## config.mk

```make
export PLATFORM = sky130hd
export DESIGN_NAME = async_fifo_wr_ctrl
export DESIGN_NICKNAME = d
export VERILOG_FILES = /design/src/rtl/async_fifo_pkg.sv /design/src/rtl/async_fifo_wr_ctrl.sv
export SDC_FILE = /design/constraint.sdc
export NUM_CORES = 1
export LEC_CHECK = 0
export ABC_AREA = 1
export BUFFER_PORTS_ARGS = -buffer_cell sky130_fd_sc_hd__buf_2
export CAP_MARGIN = 10
export CORE_MARGIN = 4
export CORE_UTILIZATION = 43
export DETAILED_ROUTE_END_ITERATION = 8
export GPL_TIMING_DRIVEN = 0
export PLACE_DENSITY = 0.95
export SYNTH_ARGS = -nofsm -noshare
export SYNTH_HDL_FRONTEND = slang
export SYNTH_SLANG_ARGS = --single-unit
```

## constraint.sdc

```tcl
create_clock -name clk_i -period 5.75 [get_ports clk_i]
set_input_delay 1.15 -clock clk_i [delete_from_list [all_inputs] [get_ports clk_i]]
set_output_delay 1.15 -clock clk_i [all_outputs]
set_load 0.005 [all_outputs]
```

## src/rtl/async_fifo_pkg.sv

```systemverilog
// rtl/async_fifo_pkg.sv - shared pointer helpers for the dual-clock FIFO controllers
package async_fifo_pkg;

    // Default geometry; each controller may override ADDR_W per instance.
    localparam int ADDR_W_DEFAULT = 4;
    localparam int DEPTH          = 2**ADDR_W_DEFAULT;

    // Widest pointer the helpers handle. Narrower pointers are zero-extended in
    // and truncated out. Leading zeros do not change either conversion.
    localparam int PTR_MAX_W = 32;

    function automatic logic [PTR_MAX_W-1:0] bin2gray(input logic [PTR_MAX_W-1:0] b);
        return b ^ (b >> 1);
    endfunction

    function automatic logic [PTR_MAX_W-1:0] gray2bin(input logic [PTR_MAX_W-1:0] g);
        logic [PTR_MAX_W-1:0] b;
        b[PTR_MAX_W-1] = g[PTR_MAX_W-1];
        for (int i = PTR_MAX_W - 2; i >= 0; i--) begin
            b[i] = b[i+1] ^ g[i];
        end
        return b;
    endfunction

endpackage

```

## src/rtl/async_fifo_wr_ctrl.sv

```systemverilog
// rtl/async_fifo_wr_ctrl.sv - write-side controller of the dual-clock FIFO
module async_fifo_wr_ctrl
    import async_fifo_pkg::*;
#(
    parameter int WIDTH        = 32,
    parameter int ADDR_W       = ADDR_W_DEFAULT,
    parameter int AFULL_THRESH = 12
) (
    input  logic              clk_i,
    input  logic              rst_i,
    input  logic              wvalid_i,
    input  logic [WIDTH-1:0]  wdata_i,
    output logic              wready_o,
    input  logic [ADDR_W:0]   rptr_gray_sync_i,
    output logic [ADDR_W:0]   wptr_gray_o,
    output logic              mem_we_o,
    output logic [ADDR_W-1:0] mem_waddr_o,
    output logic [WIDTH-1:0]  mem_wdata_o,
    output logic              full_o,
    output logic              almost_full_o,
    output logic [ADDR_W:0]   wlevel_o,
    output logic              overflow_o,
    input  logic              clr_overflow_i
);

    localparam int PTR_W = ADDR_W + 1;
    localparam logic [PTR_W-1:0] AFULL_T = PTR_W'(AFULL_THRESH);

    logic [PTR_W-1:0] wptr_bin;
    logic [PTR_W-1:0] wptr_bin_next;
    logic [PTR_W-1:0] gray_next;
    logic [PTR_W-1:0] rptr_bin;
    logic [PTR_W-1:0] level_next;
    logic             accept;
    logic             full_next;
    logic             afull_next;

    assign wready_o    = ~full_o & ~rst_i;
    assign accept      = wvalid_i & wready_o;
    assign mem_we_o    = accept;
    assign mem_waddr_o = wptr_bin[ADDR_W-1:0];
    assign mem_wdata_o = wdata_i;

    // Post-accept pointer and the flags it implies against the synchronized read pointer.
    // Full compares Gray codes directly: full when the top two bits differ and the rest match.
    always_comb begin
        wptr_bin_next = wptr_bin + {{ADDR_W{1'b0}}, accept};
        gray_next     = PTR_W'(bin2gray(PTR_MAX_W'(wptr_bin_next)));
        rptr_bin      = PTR_W'(gray2bin(PTR_MAX_W'(rptr_gray_sync_i)));
        level_next    = wptr_bin_next - rptr_bin;
        full_next     = (gray_next == {~rptr_gray_sync_i[ADDR_W:ADDR_W-1],
                                       rptr_gray_sync_i[ADDR_W-2:0]});
        afull_next    = (level_next >= AFULL_T);
    end

    // Pointer, status and sticky overflow registers; the Gray pointer leaves from a flop
    // so the far domain never sees a combinational glitch.
    always_ff @(posedge clk_i) begin
        if (rst_i) begin
            wptr_bin      <= '0;
            wptr_gray_o   <= '0;
            full_o        <= 1'b0;
            almost_full_o <= 1'b0;
            wlevel_o      <= '0;
            overflow_o    <= 1'b0;
        end else begin
            wptr_bin      <= wptr_bin_next;
            wptr_gray_o   <= gray_next;
            full_o        <= full_next;
            almost_full_o <= afull_next;
            wlevel_o      <= level_next;
            overflow_o    <= (wvalid_i & full_o) | (overflow_o & ~clr_overflow_i);
        end
    end

endmodule

```

**Yosys cells after proc, flatten, opt, wreduce, memory -nomap -nowiden**

Cells that the tools add are included.

- Flip-flop bits (word level): 18
- Latch bits: 0
- RAM bits: 0
- ROM bits: 0
- Input bits: 41
- Output and inout bits: 51
- Logic and storage cells: 24
- Memories kept: 0

- $add $sub $neg: 2
- Multiply operators: 0
- Div/mod/pow operators: 0
- $lt $le $gt $ge: 1
- Equality and inequality tests: 1
- Shift-type cells: 0
- Multiplexer cells: 0
- Bitwise logic cells: 14
- Reductions and logical operators: 0

Operators with widths:

| cell | count |
|---|---|
| $add 5x1->5 | 1 |
| $eq 5x5->1 | 1 |
| $ge 5x4->1 const B | 1 |
| $sub 5x5->5 | 1 |
| $xor 5x4->5 | 1 |
| $and 1x1->1 | 4 |
| $xor 1x1->1 | 4 |
| $not 1->1 | 3 |
| $not 2->2 | 1 |
| $or 1x1->1 | 1 |

**Depth between registers and ports, before layout**

Gate-level depths: netlist (run 1).

- Word-level depth: 6
- Gate-level depth with buffers: 16
- Mapped depth without buffers: 16

**Worst setup path before layout (run 1)**

No wires, ideal clock.

- Kind: input -> register
- From: input rst_i
- To: register wlevel_o[3]
- Setup time: 0.115 ns
- Arrival: 2.986 ns
- Data required time: 5.635 ns
- Path slack: 2.649 ns
- Stages: 12
- Buffers on the path: 0
- Cells stage by stage: nor3b_1 -> ha_1 -> ha_1 -> inv_1 -> nand2_2 -> nand2_4 -> inv_2 -> ha_1 -> a21oi_1 -> o21ai_0 -> xor2_1 -> and2_1

- Cells in the longest elaborated chain, start to end: 5

RTL lines:

| item | RTL line | text |
|---|---|---|
| start: declaration | async_fifo_wr_ctrl.sv:10 | `input logic rst_i,` |
| $not 1->1 | async_fifo_wr_ctrl.sv:38 | `assign wready_o = ~full_o & ~rst_i;` |
| $and 1x1->1 | async_fifo_wr_ctrl.sv:38 |  |
| $and 1x1->1 | async_fifo_wr_ctrl.sv:39 | `assign accept = wvalid_i & wready_o;` |
| $add 5x1->5 | async_fifo_wr_ctrl.sv:47 | `wptr_bin_next = wptr_bin + {{ADDR_W{1'b0}}, accept};` |
| via wptr_bin_next[2] | async_fifo_wr_ctrl.sv:30 | `logic [PTR_W-1:0] wptr_bin_next;` |
| $sub 5x5->5 | async_fifo_wr_ctrl.sv:50 | `level_next = wptr_bin_next - rptr_bin;` |
| end signal: assignment | async_fifo_wr_ctrl.sv:71 | `wlevel_o <= level_next;` |
| end: declaration | async_fifo_wr_ctrl.sv:21 | `output logic [ADDR_W:0] wlevel_o,` |

The timed path passes the listed nets, and every way through them passes these cells.
A chain may end at the register's enable or synchronous reset.

**Worst setup path after layout (run 1)**

Same ends and word-level chain as after synthesis.

==> results.ini, run 1 <==
[global_route]
grt_max_degree=11
track_usage=0.149
grt_pass1_wl_mm=4.28
grt_overflow=0
grt_pass1_vias=1087
antenna_found_initial=0

[sta]
period_share=0.560
slew_violations=0
clock.fmax_mhz=310
fin_crit_ns=3.22
max_slew.worst_pin.slew_ns=0.474
skew_ns=0.0105
fin_ws_ns=2.53
setup_tns_ns=0
hold_violations=0
slew_headroom=0.684
rsz0062_at_grt=false
finalSetupViolCount=0

[clock_tree]
clk_pin_slew_ns=0.11
cts_buffer_depth=2
htreeDepth=1
cts_buffers=3
cts.sinks=17
cts_root_buf=clkbuf_4
cts_hold_buffers=0
worst_skew_pair.late_latency_ns=0.30
cts_setup_buffers=0
cts-resized-gates=0
cts_tree=built

[detailed_routing]
avgViaCountPerCell=4.67
first_iter_violations=29
drc=0
wl_mm=2.86
final_antenna_net_count=0
num_vias=1213
wl_per_cell_um=11.0
firstDrtPassIters=4

[cells_and_area]
final_nets=279
fillers=258
seq_area_um2=340
num_antenna_cells=0
drive_above_1_share=0.493
final_cell_count_no_fill=260
synthToLayoutAreaGrowth_pct=29.6
final_core_util=0.580
multi_input_area_um2=564

[logic_synthesis]
synth-main-ff-cell=dfxtp_1
synth_edf_count=0
synth_nets=215
async_flop_share=0
synth.area.top_cells=dfxtp_1 (28%), buf_4 (20%), nand2_1 (9.8%)
ys_ff_latch=17
synthesis.area_um2=1220
yosysUniqueCellTypes=23
yosys.area.top_type=dfxtp_1
synth_cells=166
synth_top_area_share=0.278
synth_seq_area_share=0.278
syn_avg_cell_area_um2=7.37
ys_warn_count=0

[floorplanning]
chipHeight_um=61.3
rows=19
start_util=0.448
design.core.area_um2=2730
dieArea_um2=3760
ioPinCount=92
die_x_um=61.3

[critical_path]
cp_slowest_cell=nor3b_1
critPathArrivalTime_ns=3.43
cpPeakStageDelay_ns=0.34
crit_path_frequent_cell=ha_1
cp_data_required_time_ns=5.96
worstSetupPathType=input port to register
cp_max_fo=6
crit_path_end_kind=register
crit_chain=buf_2 > nor3b_1 > ha_1 > ha_1 > inv_1 > nand2_2 > nand2_4 > inv_2 > ha_1 > a21oi_1 > o21ai_0 > xor2_1 > and2_1
cp-start-kind=input port
reg2reg_depth=12

[place]
pre_cts_slack_ns=2.23
dpl.hpwl_mm=2.43
routabilityCongestion=0.911
port-buffer-count=59
dp_cells=256

[run_status]
status=finished, final reports clean

[power_and_ir_drop]
cellPowerDensity_nw_per_um2=175
peakVddDrop_v=0.000166
leakage_uw=0.000924
power_uw=278

[worst_hold_path]
hp-class=register to register
whs_path_depth=2

[flow_run]
maxCapViolCount=0

sequential cells by signal (all words and copies together), names as in the netlist:
name	count
overflow_o	1
wptr_bin	4
almost_full_o	1
wptr_gray_o	5
wlevel_o	5
full_o	1
metal layers:
metal | track usage | part of all wire
met1 | 0.186 | 0.39
met2 | 0.252 | 0.48
met5 | 0 | 0
met4 | 0.0455 | 0.013
met3 | 0.0377 | 0.12
where the power goes:
| part | switching (uW) | total (uW) | leakage (uW) | internal [uW] |
|---|---|---|---|---|
| Clock | 40.0 | 66.0 | 0.0000177 | 26.0 |
| Combinational | 38.9 | 83.1 | 0.000767 | 44.2 |
| Sequential | 2.54 | 129 | 0.000139 | 126 |
| Total | 81.4 | 278 | 0.000924 | 196 |
through the flow:
| stage | hold WS, ns | cell area, um^2 |
|---|---|---|
| after floorplan | 0.449 | 1220 |
| after global placement | 0.447 | 1560 |
| after detailed placement | 0.463 | 1560 |
| after CTS | 0.478 | 1590 |
| after global routing | 0.517 | 1590 |
| final | 0.473 | 1590 |
cells by family after synthesis:
| group | after synthesis | share of synthesized area |
|---|---|---|
| buf+inv | 51 | 0.261 |
| flops | 17 | 0.278 |
| xor+xnor | 2 | 0.0143 |
| simple gates | 75 | 0.302 |
| compound gates | 13 | 0.0573 |
| fa+ha+maj | 8 | 0.0879 |
critical path: cells and delay by family:
kind | cells | cell delay (ns)
AO/OA/AOI/OAI | 2 | 0.27
XOR/XNOR | 1 | 0.17
adder cells (fa/ha/maj) | 3 | 0.85
buffers and inverters | 3 | 0.31
AND/OR/NAND/NOR | 4 | 0.69
cell usage after synthesis (2+ instances only):
| master | number |
|---|---|
| nand2_2 | 8 |
| dfxtp_1 | 17 |
| nand3_2 | 4 |
| inv_1 | 14 |
| nand2_1 | 32 |
| buf_4 | 32 |
| nor2_1 | 10 |
| xor2_1 | 2 |
| o21ai_0 | 2 |
| inv_2 | 3 |
| nand4_1 | 4 |
| a21oi_1 | 9 |
| ha_1 | 7 |
| nand3_1 | 13 |
final timing paths:
check,slack [ns],from,end
setup / recovery,2.53,rst_i,wlevel_o[3]$_SDFF_PP0_
hold / removal,0.47,overflow_o$_SDFF_PP0_,overflow_o$_SDFF_PP0_
setup reg to reg,3.15,full_o$_SDFF_PP0_,wlevel_o[3]$_SDFF_PP0_
hold reg to reg,0.47,overflow_o$_SDFF_PP0_,overflow_o$_SDFF_PP0_
final cells by class:
type / count / share of cell area
multi-input cells: 98 / 0.356
flip-flops and latches: 17 / 0.215
repair buffers: 59 / 0.186
plain buffers: 34 / 0.161
inverters: 17 / 0.0403
well taps: 31 / 0.0245
clock buffers: 3 / 0.0142
clock inverters: 1 / 0.00316
layout by cell type, fill, tap and decap left out:
| master | n |
|---|---|
| clkbuf_4 | 3 |
| nand2_4 | 1 |
| o21ai_0 | 2 |
| buf_2 | 59 |
| fa_1 | 1 |
| nand2_2 | 8 |
| buf_6 | 1 |
| dfxtp_1 | 17 |
| a21o_1 | 1 |
| inv_2 | 3 |
| buf_4 | 32 |
| nand3_2 | 4 |
| clkinv_2 | 1 |
| nor2_1 | 10 |
| o21bai_1 | 1 |
| inv_1 | 14 |
| nor2_2 | 1 |
| xor2_1 | 2 |
| nand3_1 | 13 |
| ha_1 | 7 |
| nand2_1 | 32 |
| nand4_1 | 4 |
| and2_1 | 1 |
| clkbuf_1 | 1 |
| nor3b_1 | 1 |
| a21oi_1 | 9 |
(Power assumes the default switching activity.)
==> inputs of run 2 (changes only) <==
- CORE_UTILIZATION: 43 -> 36
- PLACE_DENSITY: 0.95 -> 0.87
- clock period: 5.75 -> 2.75 ns (I/O delays scaled with it)
==> run 2 against run 1 <==
Register-to-register slack worse by 2.9 ns. Critical endpoint unchanged. Wire length decreased by 4.9%. Flip-flop and latch count did not move. Power is 110% higher. Worst hold slack worse by 0.0037 ns.
==> results.ini, run 2 (synthesis results as in run 1) <==
[run_status]
status=finished, final reports clean

[worst_hold_path]
hold_path_startpoint=overflow_o$_SDFF_PP0_
hold_end=overflow_o$_SDFF_PP0_
hp-class=register to register
whs_path_depth=2

[clock_tree]
htreeDepth=1
cts_hold_buffers=0
cts.sinks=17
cts_buffer_depth=2
cts_tree=built
clk_pin_slew_ns=0.09
cts_buffers=3
worst_skew_pair.late_latency_ns=0.29
cts_root_buf=clkbuf_4

[global_route]
grt_overflow=0
grt_pass1_wl_mm=4.29
grt_max_degree=11
antenna_found_initial=0
grt_pass1_vias=1050
track_usage=0.123

[floorplanning]
ioPinCount=92
design.core.area_um2=3150
dieArea_um2=4400
chipHeight_um=66.3
die_x_um=66.3
start_util=0.388
rows=20

[sta]
slew_headroom=0.669
setup_tns_ns=0
hold_violations=0
finalSetupViolCount=0
rsz0062_at_grt=false
clock.fmax_mhz=399
fin_crit_ns=2.50
max_slew.worst_pin.slew_ns=0.496
slew_violations=0
skew_ns=0.0136
period_share=0.910
fin_ws_ns=0.247

[place]
dpl.hpwl_mm=2.32
port-buffer-count=59
pre_cts_slack_ns=-0.175
place_area_um2=1570
routabilityCongestion=0.833

[cells_and_area]
final_cell_mix=buf_2 (59), nand2_1 (32), buf_4 (32)
largestRegisters=wlevel_o x5, wptr_gray_o x5, wptr_bin x4
final_area_um2=1610
final_core_util=0.509
drive_above_1_share=0.493
final_nets=279
num_antenna_cells=0
final_common_cell=buf_2
synthToLayoutAreaGrowth_pct=31.2

[power_and_ir_drop]
swShare=0.279
power.share.clock=0.228
power_uw=572
p_sw_uw=160
power_frac_seq=0.470
combPwrFrac=0.302
leakage_uw=0.000923
p_int_uw=413
cellPowerDensity_nw_per_um2=357
peakVddDrop_v=0.000160

[detailed_routing]
first_iter_violations=31
drc=0
wl_mm=2.72
firstDrtPassIters=4
final_antenna_net_count=0
avgViaCountPerCell=4.42
num_vias=1206
wl_per_cell_um=9.96

[critical_path]
crit_path_end_kind=register
cp_max_fo=6
reg2reg_depth=12
reg2reg_to=wlevel_o[3]$_SDFF_PP0_
startpoint=rst_i
reg2reg_from=full_o$_SDFF_PP0_
cp_data_required_time_ns=2.93
worstSetupPathType=input port to register
critPathArrivalTime_ns=2.68
cp-start-kind=input port
ff2ff_setup_slack_ns=0.30

[flow_run]
maxCapViolCount=0

[run 2: cell type report]
class	count	area, um^2
Fill cell	323	1550
Multi-Input combinational cell	98	569
Sequential cell	17	340
Timing Repair Buffer	59	295
Buffer	34	255
Inverter	17	63.8
Tap cell	44	55.1
Clock buffer	4	26.3
[run 2: worst max path at each step]
stage | slack [ns] | cells after the start | end
finish | 0.25 | 13 | wlevel_o[3]$_SDFF_PP0_
global route | 0.02 | 17 | almost_full_o$_SDFF_PP0_
CTS | 0.13 | 14 | almost_full_o$_SDFF_PP0_
detailed placement | -0.18 | 13 | wlevel_o[3]$_SDFF_PP0_
global placement | -0.11 | 13 | wlevel_o[3]$_SDFF_PP0_
floorplan | 0.25 | 12 | wlevel_o[3]$_SDFF_PP0_
[run 2: what timing repair did]
| action | in CTS | in global routing |
|---|---|---|
| gates resized for setup | 0 | 1 |
| endpoints found under the hold margin | 0 | 0 |
| endpoints found under the setup margin | 0 | 3 |
| setup buffers | 0 | 0 |
[run 2: power by group through the flow]
stage / logic (uW) / clock network [uW] / registers, uW
after global placement: 170 / 0 / 275
after detailed placement: 174 / 0 / 275
after floorplan: 106 / 0 / 278
final: 173 / 131 / 269
after global routing: 198 / 148 / 272
after CTS: 175 / 138 / 269
[run 2: per-stage QoR]
stage | std cells | hold slack, ns
5_1_grt | 273 | 0.477
2_1_floorplan | 166 | 0.449
3_5_place_dp | 269 | 0.456
6_report | 273 | 0.469
4_1_cts | 273 | 0.469
3_3_place_gp | 269 | 0.446
[run 2: critical path: stages]
cell     delay, ns
buf_2         0.14
nor3b_2       0.25
ha_1          0.28
ha_1          0.30
inv_1         0.08
nand2_2       0.12
nand2_4       0.08
inv_2         0.09
ha_1          0.24
a21oi_1       0.11
o21ai_0       0.12
xor2_1        0.17
and2_1        0.15
[run 2: metal layers]
layer  wire (um)  track usage  vias to the layer above
li1            -            -                      623
met4          12       0.0152                        0
met2        1230        0.206                       63
met3         267       0.0340                        2
met1        1210        0.160                      518
met5           0            0                        -
